===== config.mk =====
export PLATFORM = sky130hd
export DESIGN_NAME = xge_mac_tx_arb_flat
export DESIGN_NICKNAME = d
export VERILOG_FILES = /design/src/rtl/xge_mac_tx_arb_if.sv /design/src/rtl/xge_mac_tx_arb.sv /design/src/flat_wrapper.sv
export SDC_FILE = /design/constraint.sdc
export NUM_CORES = 1
export LEC_CHECK = 0
export CORE_AREA = 2 2 109 111
export CTS_CLUSTER_SIZE = 40
export DETAILED_ROUTE_END_ITERATION = 16
export DIE_AREA = 0 0 111 113
export GPL_TIMING_DRIVEN = 0
export HOLD_SLACK_MARGIN = 0.12
export PLACE_DENSITY = 0.93
export SKIP_CTS_REPAIR_TIMING = 1
export SYNTH_ARGS = -nofsm -noshare
export SYNTH_HDL_FRONTEND = slang
export SYNTH_SLANG_ARGS = --single-unit

===== constraint.sdc =====
create_clock -name clk_156m25 -period 5.1 [get_ports clk_156m25]
set_input_delay 1.02 -clock clk_156m25 [delete_from_list [all_inputs] [get_ports clk_156m25]]
set_output_delay 1.02 -clock clk_156m25 [all_outputs]
set_load 0.01 [all_outputs]

===== src/rtl/xge_mac_tx_arb_if.sv =====
// Requester-side and MAC-side transmit signals of xge_mac_tx_arb.
// slave = arbiter view, master = environment driving requesters and modelling the MAC.
interface xge_mac_tx_arb_if;
   localparam int unsigned DATA_W = 64;
   localparam int unsigned MOD_W  = 3;

   logic              req0_val;
   logic              req0_sop;
   logic              req0_eop;
   logic [DATA_W-1:0] req0_data;
   logic [MOD_W-1:0]  req0_mod;
   logic              req0_rdy;

   logic              req1_val;
   logic              req1_sop;
   logic              req1_eop;
   logic [DATA_W-1:0] req1_data;
   logic [MOD_W-1:0]  req1_mod;
   logic              req1_rdy;

   logic              pkt_tx_full;
   logic              pkt_tx_val;
   logic              pkt_tx_sop;
   logic              pkt_tx_eop;
   logic [DATA_W-1:0] pkt_tx_data;
   logic [MOD_W-1:0]  pkt_tx_mod;

   modport slave (
      input  req0_val, req0_sop, req0_eop, req0_data, req0_mod,
      output req0_rdy,
      input  req1_val, req1_sop, req1_eop, req1_data, req1_mod,
      output req1_rdy,
      input  pkt_tx_full,
      output pkt_tx_val, pkt_tx_sop, pkt_tx_eop, pkt_tx_data, pkt_tx_mod
   );

   modport master (
      output req0_val, req0_sop, req0_eop, req0_data, req0_mod,
      input  req0_rdy,
      output req1_val, req1_sop, req1_eop, req1_data, req1_mod,
      input  req1_rdy,
      output pkt_tx_full,
      input  pkt_tx_val, pkt_tx_sop, pkt_tx_eop, pkt_tx_data, pkt_tx_mod
   );
endinterface


===== src/rtl/xge_mac_tx_arb.sv =====
// Packet-granular round-robin arbiter sharing the xge_mac pkt_tx interface between two sources.
// Optional per-requester packet counters enabled by XGE_TX_ARB_STATS_EN.
module xge_mac_tx_arb #(
   parameter int unsigned CNT_W = 32
) (
   input  logic             clk_156m25,
   input  logic             reset_156m25_n,
   xge_mac_tx_arb_if.slave  bus,
   output logic             arb_err,
   output logic [CNT_W-1:0] pkt_cnt0,
   output logic [CNT_W-1:0] pkt_cnt1
);
   localparam int unsigned DATA_W = 64;
   localparam int unsigned MOD_W  = 3;

   typedef enum logic [1:0] {
      IDLE = 2'd0,
      PKT0 = 2'd1,
      PKT1 = 2'd2
   } state_t;

   state_t             state;
   state_t             state_nxt;
   logic               last_grant;
   logic               last_grant_nxt;
   logic               first_word;
   logic               first_word_nxt;

   logic               cand0_c;
   logic               cand1_c;
   logic               rdy0_c;
   logic               rdy1_c;
   logic               acc_c;
   logic               acc_sop_c;
   logic               acc_eop_c;
   logic [DATA_W-1:0]  acc_data_c;
   logic [MOD_W-1:0]   acc_mod_c;
   logic               err_c;

   logic               tx_val;
   logic               tx_sop;
   logic               tx_eop;
   logic [DATA_W-1:0]  tx_data;
   logic [MOD_W-1:0]   tx_mod;

   assign cand0_c = bus.req0_val & bus.req0_sop;
   assign cand1_c = bus.req1_val & bus.req1_sop;

   // Arbitration, ready generation and selection of the word handed to the output stage
   always_comb begin
      state_nxt      = state;
      last_grant_nxt = last_grant;
      first_word_nxt = first_word;
      rdy0_c         = 1'b0;
      rdy1_c         = 1'b0;
      acc_c          = 1'b0;
      acc_sop_c      = 1'b0;
      acc_eop_c      = 1'b0;
      acc_data_c     = '0;
      acc_mod_c      = '0;
      err_c          = 1'b0;
      case (state)
         IDLE: begin
            // Non-sop words seen while idle are swallowed and flagged
            rdy0_c = bus.req0_val & ~bus.req0_sop;
            rdy1_c = bus.req1_val & ~bus.req1_sop;
            err_c  = rdy0_c | rdy1_c;
            if (cand0_c && (!cand1_c || last_grant)) begin
               state_nxt      = PKT0;
               first_word_nxt = 1'b1;
            end else if (cand1_c) begin
               state_nxt      = PKT1;
               first_word_nxt = 1'b1;
            end
         end
         PKT0: begin
            rdy0_c = ~bus.pkt_tx_full;
            if (bus.req0_val && rdy0_c) begin
               acc_c          = 1'b1;
               acc_sop_c      = bus.req0_sop;
               acc_eop_c      = bus.req0_eop;
               acc_data_c     = bus.req0_data;
               acc_mod_c      = bus.req0_eop ? bus.req0_mod : '0;
               err_c          = bus.req0_sop & ~first_word;
               first_word_nxt = 1'b0;
               if (bus.req0_eop) begin
                  state_nxt      = IDLE;
                  last_grant_nxt = 1'b0;
               end
            end
         end
         PKT1: begin
            rdy1_c = ~bus.pkt_tx_full;
            if (bus.req1_val && rdy1_c) begin
               acc_c          = 1'b1;
               acc_sop_c      = bus.req1_sop;
               acc_eop_c      = bus.req1_eop;
               acc_data_c     = bus.req1_data;
               acc_mod_c      = bus.req1_eop ? bus.req1_mod : '0;
               err_c          = bus.req1_sop & ~first_word;
               first_word_nxt = 1'b0;
               if (bus.req1_eop) begin
                  state_nxt      = IDLE;
                  last_grant_nxt = 1'b1;
               end
            end
         end
         default: state_nxt = IDLE;
      endcase
   end

   // Ready is gated by reset so nothing is reported accepted while the block is held in reset
   assign bus.req0_rdy = reset_156m25_n & rdy0_c;
   assign bus.req1_rdy = reset_156m25_n & rdy1_c;

   always_ff @(posedge clk_156m25 or negedge reset_156m25_n) begin
      if (!reset_156m25_n) begin
         state      <= IDLE;
         last_grant <= 1'b1;
         first_word <= 1'b0;
      end else begin
         state      <= state_nxt;
         last_grant <= last_grant_nxt;
         first_word <= first_word_nxt;
      end
   end

   // Output stage: one cycle from accept to the MAC; data/mod hold when idle
   always_ff @(posedge clk_156m25 or negedge reset_156m25_n) begin
      if (!reset_156m25_n) begin
         tx_val  <= 1'b0;
         tx_sop  <= 1'b0;
         tx_eop  <= 1'b0;
         tx_data <= '0;
         tx_mod  <= '0;
         arb_err <= 1'b0;
      end else begin
         tx_val  <= acc_c;
         tx_sop  <= acc_sop_c;
         tx_eop  <= acc_eop_c;
         arb_err <= err_c;
         if (acc_c) begin
            tx_data <= acc_data_c;
            tx_mod  <= acc_mod_c;
         end
      end
   end

   assign bus.pkt_tx_val  = tx_val;
   assign bus.pkt_tx_sop  = tx_sop;
   assign bus.pkt_tx_eop  = tx_eop;
   assign bus.pkt_tx_data = tx_data;
   assign bus.pkt_tx_mod  = tx_mod;

`ifdef XGE_TX_ARB_STATS_EN
   // Packets forwarded per requester, wrapping modulo 2^CNT_W
   always_ff @(posedge clk_156m25 or negedge reset_156m25_n) begin
      if (!reset_156m25_n) begin
         pkt_cnt0 <= '0;
         pkt_cnt1 <= '0;
      end else begin
         if (acc_c && acc_eop_c && (state == PKT0)) pkt_cnt0 <= pkt_cnt0 + CNT_W'(1);
         if (acc_c && acc_eop_c && (state == PKT1)) pkt_cnt1 <= pkt_cnt1 + CNT_W'(1);
      end
   end
`else
   assign pkt_cnt0 = '0;
   assign pkt_cnt1 = '0;
`endif

endmodule


===== src/flat_wrapper.sv =====
// flat-port wrapper written by rule: the top's interface ports become plain ports
module xge_mac_tx_arb_flat 
#(
   parameter int unsigned CNT_W = 32
)
  (clk_156m25, reset_156m25_n, arb_err, pkt_cnt0, pkt_cnt1, bus_req0_val, bus_req0_sop, bus_req0_eop, bus_req0_data, bus_req0_mod, bus_req0_rdy, bus_req1_val, bus_req1_sop, bus_req1_eop, bus_req1_data, bus_req1_mod, bus_req1_rdy, bus_pkt_tx_full, bus_pkt_tx_val, bus_pkt_tx_sop, bus_pkt_tx_eop, bus_pkt_tx_data, bus_pkt_tx_mod);
  xge_mac_tx_arb_if bus_i ();
  input  logic clk_156m25;
  input  logic reset_156m25_n;
  output logic arb_err;
  output logic [CNT_W-1:0] pkt_cnt0;
  output logic [CNT_W-1:0] pkt_cnt1;
  input wire logic [$bits(bus_i.req0_val)-1:0] bus_req0_val;
  input wire logic [$bits(bus_i.req0_sop)-1:0] bus_req0_sop;
  input wire logic [$bits(bus_i.req0_eop)-1:0] bus_req0_eop;
  input wire logic [$bits(bus_i.req0_data)-1:0] bus_req0_data;
  input wire logic [$bits(bus_i.req0_mod)-1:0] bus_req0_mod;
  output wire logic [$bits(bus_i.req0_rdy)-1:0] bus_req0_rdy;
  input wire logic [$bits(bus_i.req1_val)-1:0] bus_req1_val;
  input wire logic [$bits(bus_i.req1_sop)-1:0] bus_req1_sop;
  input wire logic [$bits(bus_i.req1_eop)-1:0] bus_req1_eop;
  input wire logic [$bits(bus_i.req1_data)-1:0] bus_req1_data;
  input wire logic [$bits(bus_i.req1_mod)-1:0] bus_req1_mod;
  output wire logic [$bits(bus_i.req1_rdy)-1:0] bus_req1_rdy;
  input wire logic [$bits(bus_i.pkt_tx_full)-1:0] bus_pkt_tx_full;
  output wire logic [$bits(bus_i.pkt_tx_val)-1:0] bus_pkt_tx_val;
  output wire logic [$bits(bus_i.pkt_tx_sop)-1:0] bus_pkt_tx_sop;
  output wire logic [$bits(bus_i.pkt_tx_eop)-1:0] bus_pkt_tx_eop;
  output wire logic [$bits(bus_i.pkt_tx_data)-1:0] bus_pkt_tx_data;
  output wire logic [$bits(bus_i.pkt_tx_mod)-1:0] bus_pkt_tx_mod;
  assign bus_i.req0_val = bus_req0_val;
  assign bus_i.req0_sop = bus_req0_sop;
  assign bus_i.req0_eop = bus_req0_eop;
  assign bus_i.req0_data = bus_req0_data;
  assign bus_i.req0_mod = bus_req0_mod;
  assign bus_req0_rdy = bus_i.req0_rdy;
  assign bus_i.req1_val = bus_req1_val;
  assign bus_i.req1_sop = bus_req1_sop;
  assign bus_i.req1_eop = bus_req1_eop;
  assign bus_i.req1_data = bus_req1_data;
  assign bus_i.req1_mod = bus_req1_mod;
  assign bus_req1_rdy = bus_i.req1_rdy;
  assign bus_i.pkt_tx_full = bus_pkt_tx_full;
  assign bus_pkt_tx_val = bus_i.pkt_tx_val;
  assign bus_pkt_tx_sop = bus_i.pkt_tx_sop;
  assign bus_pkt_tx_eop = bus_i.pkt_tx_eop;
  assign bus_pkt_tx_data = bus_i.pkt_tx_data;
  assign bus_pkt_tx_mod = bus_i.pkt_tx_mod;
  xge_mac_tx_arb #(.CNT_W(CNT_W)) u_core (.clk_156m25(clk_156m25), .reset_156m25_n(reset_156m25_n), .bus(bus_i), .arb_err(arb_err), .pkt_cnt0(pkt_cnt0), .pkt_cnt1(pkt_cnt1));
endmodule

==> results.yml <==
run_status:
  status: "finished clean"
clock_network:
  clkSlewWorstSetupHoldPaths_ps: 60
  cts_buffers: 9
  cts_sinks: 75
  cts_root_buf: "clkbuf_16"
  clockBufferDepth: 2
  cts_tree: "yes"
  clkLatencyLatePin_ps: 320
  htreeDepth: 3
place:
  gp_congestion: 0.9361
  dpl.cell_count: 778
  dp.final_hpwl_mm: 11.10
  numPortBuffers: 215
  place_area_um2: 6656
  place_worst_setup_slack_ps: 1516
drt:
  wl_per_cell_um: 17.56
  antenna_left: 0
  via_per_inst: 4.865
  vias: 3863
  wl_mm: 13.95
  first_pass_iters: 5
  route.detailed.drc: 0
  drt_iter0_drc: 139
timing:
  slew_violations: 0
  clock.fmax_ghz: 0.2768
  finalHoldViolations: 0
  fin_skew_ps: 3.421
  period_needed_ps: 3613
  fin_crit_sh_pct: 70.84
  whs_ps: 493.0
  rsz0062_at_grt: "false"
  worst_slack_ps: 1487
  relSlewSlack_pct: 64.10
  setup_viol: 0
  worst_pin_slew_ps: 538.5
floorplanning:
  core.rowCount: 39
  die-area_um2: 12540
  die_h_um: 113
  core_area_um2: 11270
  start_util_pct: 36.05
  die_width_um: 111
  ioPinCount: 280
global_route:
  top_usage_layer: "met2"
  met2_usage_pct: 38.24
  antenna_found_initial: 0
  grt_max_degree: 55
  grt_pass1_vias: 4133
  grt_pass1_wl_mm: 21.70
  grt_use_met1_pct: 25.32
  met3_usage_pct: 5.088
  grt_overflow: 0
  grt_usage_pct: 21.63
finish:
  stdcell_count: 794
  multi_input_area_um2: 1723
  fillCellCount: 903
  antennaDiodeCount: 0
  final_net_count: 793
  area_growth_pct: 71.77
  register_area_um2: 1878
  layout_commonest_cell: "clkdlybuf4s50_1"
  final_cell_mix: "clkdlybuf4s50_1 (214), a22o_1 (131), dfrtp_1 (74)"
  stdcell_area_um2: 6980
  drive_gt1_share_pct: 15.98
pwr:
  vdd_ir_drop_max_mv: 0.2086
  leakage_nw: 3.201
  p_per_area_nw_per_um2: 468.5
worst_setup_path:
  worstSetupStartpoint: "bus_req0_val"
  crit_buf_inv: 2
  cp-start-kind: "input port"
  crit_path_end_kind: "primary output"
  required_ps: 4080
  path_delay_family: "buffers and inverters"
  crit_arrival_ps: 2590
  critPathMaxFanout: 6
  critPathMaxStageDelay_ps: 600
  crit_top_cell: "clkdlybuf4s50_1"
  slowest_stage: "clkdlybuf4s50_1"
  path_cells: "clkdlybuf4s50_1 > nand3b_1 > a21boi_0 > clkdlybuf4s50_1"
  regToRegStartpoint: "u_core.state[0]"
  critPathKind: "in2out"
synth:
  synth-seq-area-share_pct: 46.21
  yosys_most_used_dff: "dfrtp_1"
  yosysWarningCount: 0
  synth_cell_types: 26
  ys_seq_elements: 75
  syn_area_per_cell_um2: 11.42
  async_flop_share_pct: 100.0
  synth_area_um2: 4064
  syn_inst: 356
  synth-edff-count: 0
hold_path:
  hp-class: "reg2reg"
  worstHoldStart: "u_core.bus.pkt_tx_mod[0]"
run:
  max-cap-violations: 0
-- area by class of cell --
class,count,share of cell area [%]
Timing Repair Buffer,216,31.19
Sequential cell,75,26.90
Multi-Input combinational cell,244,24.68
Buffer,94,9.697
Clock buffer,9,3.226
Tap cell,143,2.563
Clock inverter,7,1.416
Inverter,6,0.3226
-- cell families after synthesis --
group,Yosys count,synth area share (%)
compound gates,147,31.03
buf+inv,100,17.21
flops,75,46.21
simple gates,27,3.726
fa+ha+maj,4,1.232
mux,2,0.4926
other cells,1,0.09228
-- routing by layer --
metal | wire (µm) | vias up
met1 | 5358 | 1822
met3 | 1164 | 34
met5 | 0 | -
li1 | - | 1797
met2 | 6997 | 210
met4 | 426 | 0
-- worst paths after layout --
path,endpoint,slack [ps],cells past startpoint
max,bus_req0_rdy,1490,4
min reg2reg,u_core.bus.pkt_tx_mod[0],490,2
max reg2reg,u_core.bus.pkt_tx_data[53],3020,6
min in group asynchronous,u_core.arb_err,600,1
min,u_core.bus.pkt_tx_mod[0],490,2
max in group asynchronous,u_core.bus.pkt_tx_data[44],3940,2
-- power breakdown --
| group | total, mW | switching [mW] | leakage (nW) | internal, mW |
|---|---|---|---|---|
| Sequential | 0.998 | 0.150 | 0.952 | 0.849 |
| Clock | 0.683 | 0.251 | 0.157 | 0.433 |
| Combinational | 1.59 | 0.715 | 2.09 | 0.874 |
-- cell usage after synthesis, types with 3 or more instances --
master	n	area share (%)
buf_4	70	13
buf_2	7	0.86
dfrtp_1	74	46
a22o_1	131	28
a32oi_1	4	0.86
ha_1	4	1.2
o21ai_0	5	0.62
clkbuf_1	10	0.92
nand3b_1	5	0.92
nand2_1	10	0.92
buf_6	7	1.9
inv_1	6	0.55
nand2b_1	3	0.46
-- worst register-to-register path, stage by stage, from the launching register on --
cell,delay [ps]
dfrtp_1,400
inv_1,80
ha_1,280
clkbuf_1,220
nand3b_1,380
clkbuf_1,330
a22o_1,280
-- metrics by stage --
step	TNS (ps)	power [mW]	util, %
after floorplan	0	1.764	-
after global placement	-1539	2.545	58.83
after detailed placement	0	2.597	59.05
after CTS	0	3.295	61.93
after global routing	0	3.460	61.93
final	0	3.271	61.93
-- state kept, by name, indices dropped and copies added, names as in the netlist --
signal,count
u_core.last_grant,1
u_core.bus.pkt_tx_eop,1
u_core.state,2
u_core.bus.pkt_tx_mod,3
u_core.bus.pkt_tx_data,64
u_core.first_word,1
u_core.arb_err,1
u_core.bus.pkt_tx_val,1
u_core.bus.pkt_tx_sop,1
Note: power is estimated with default switching activity, not from simulation.
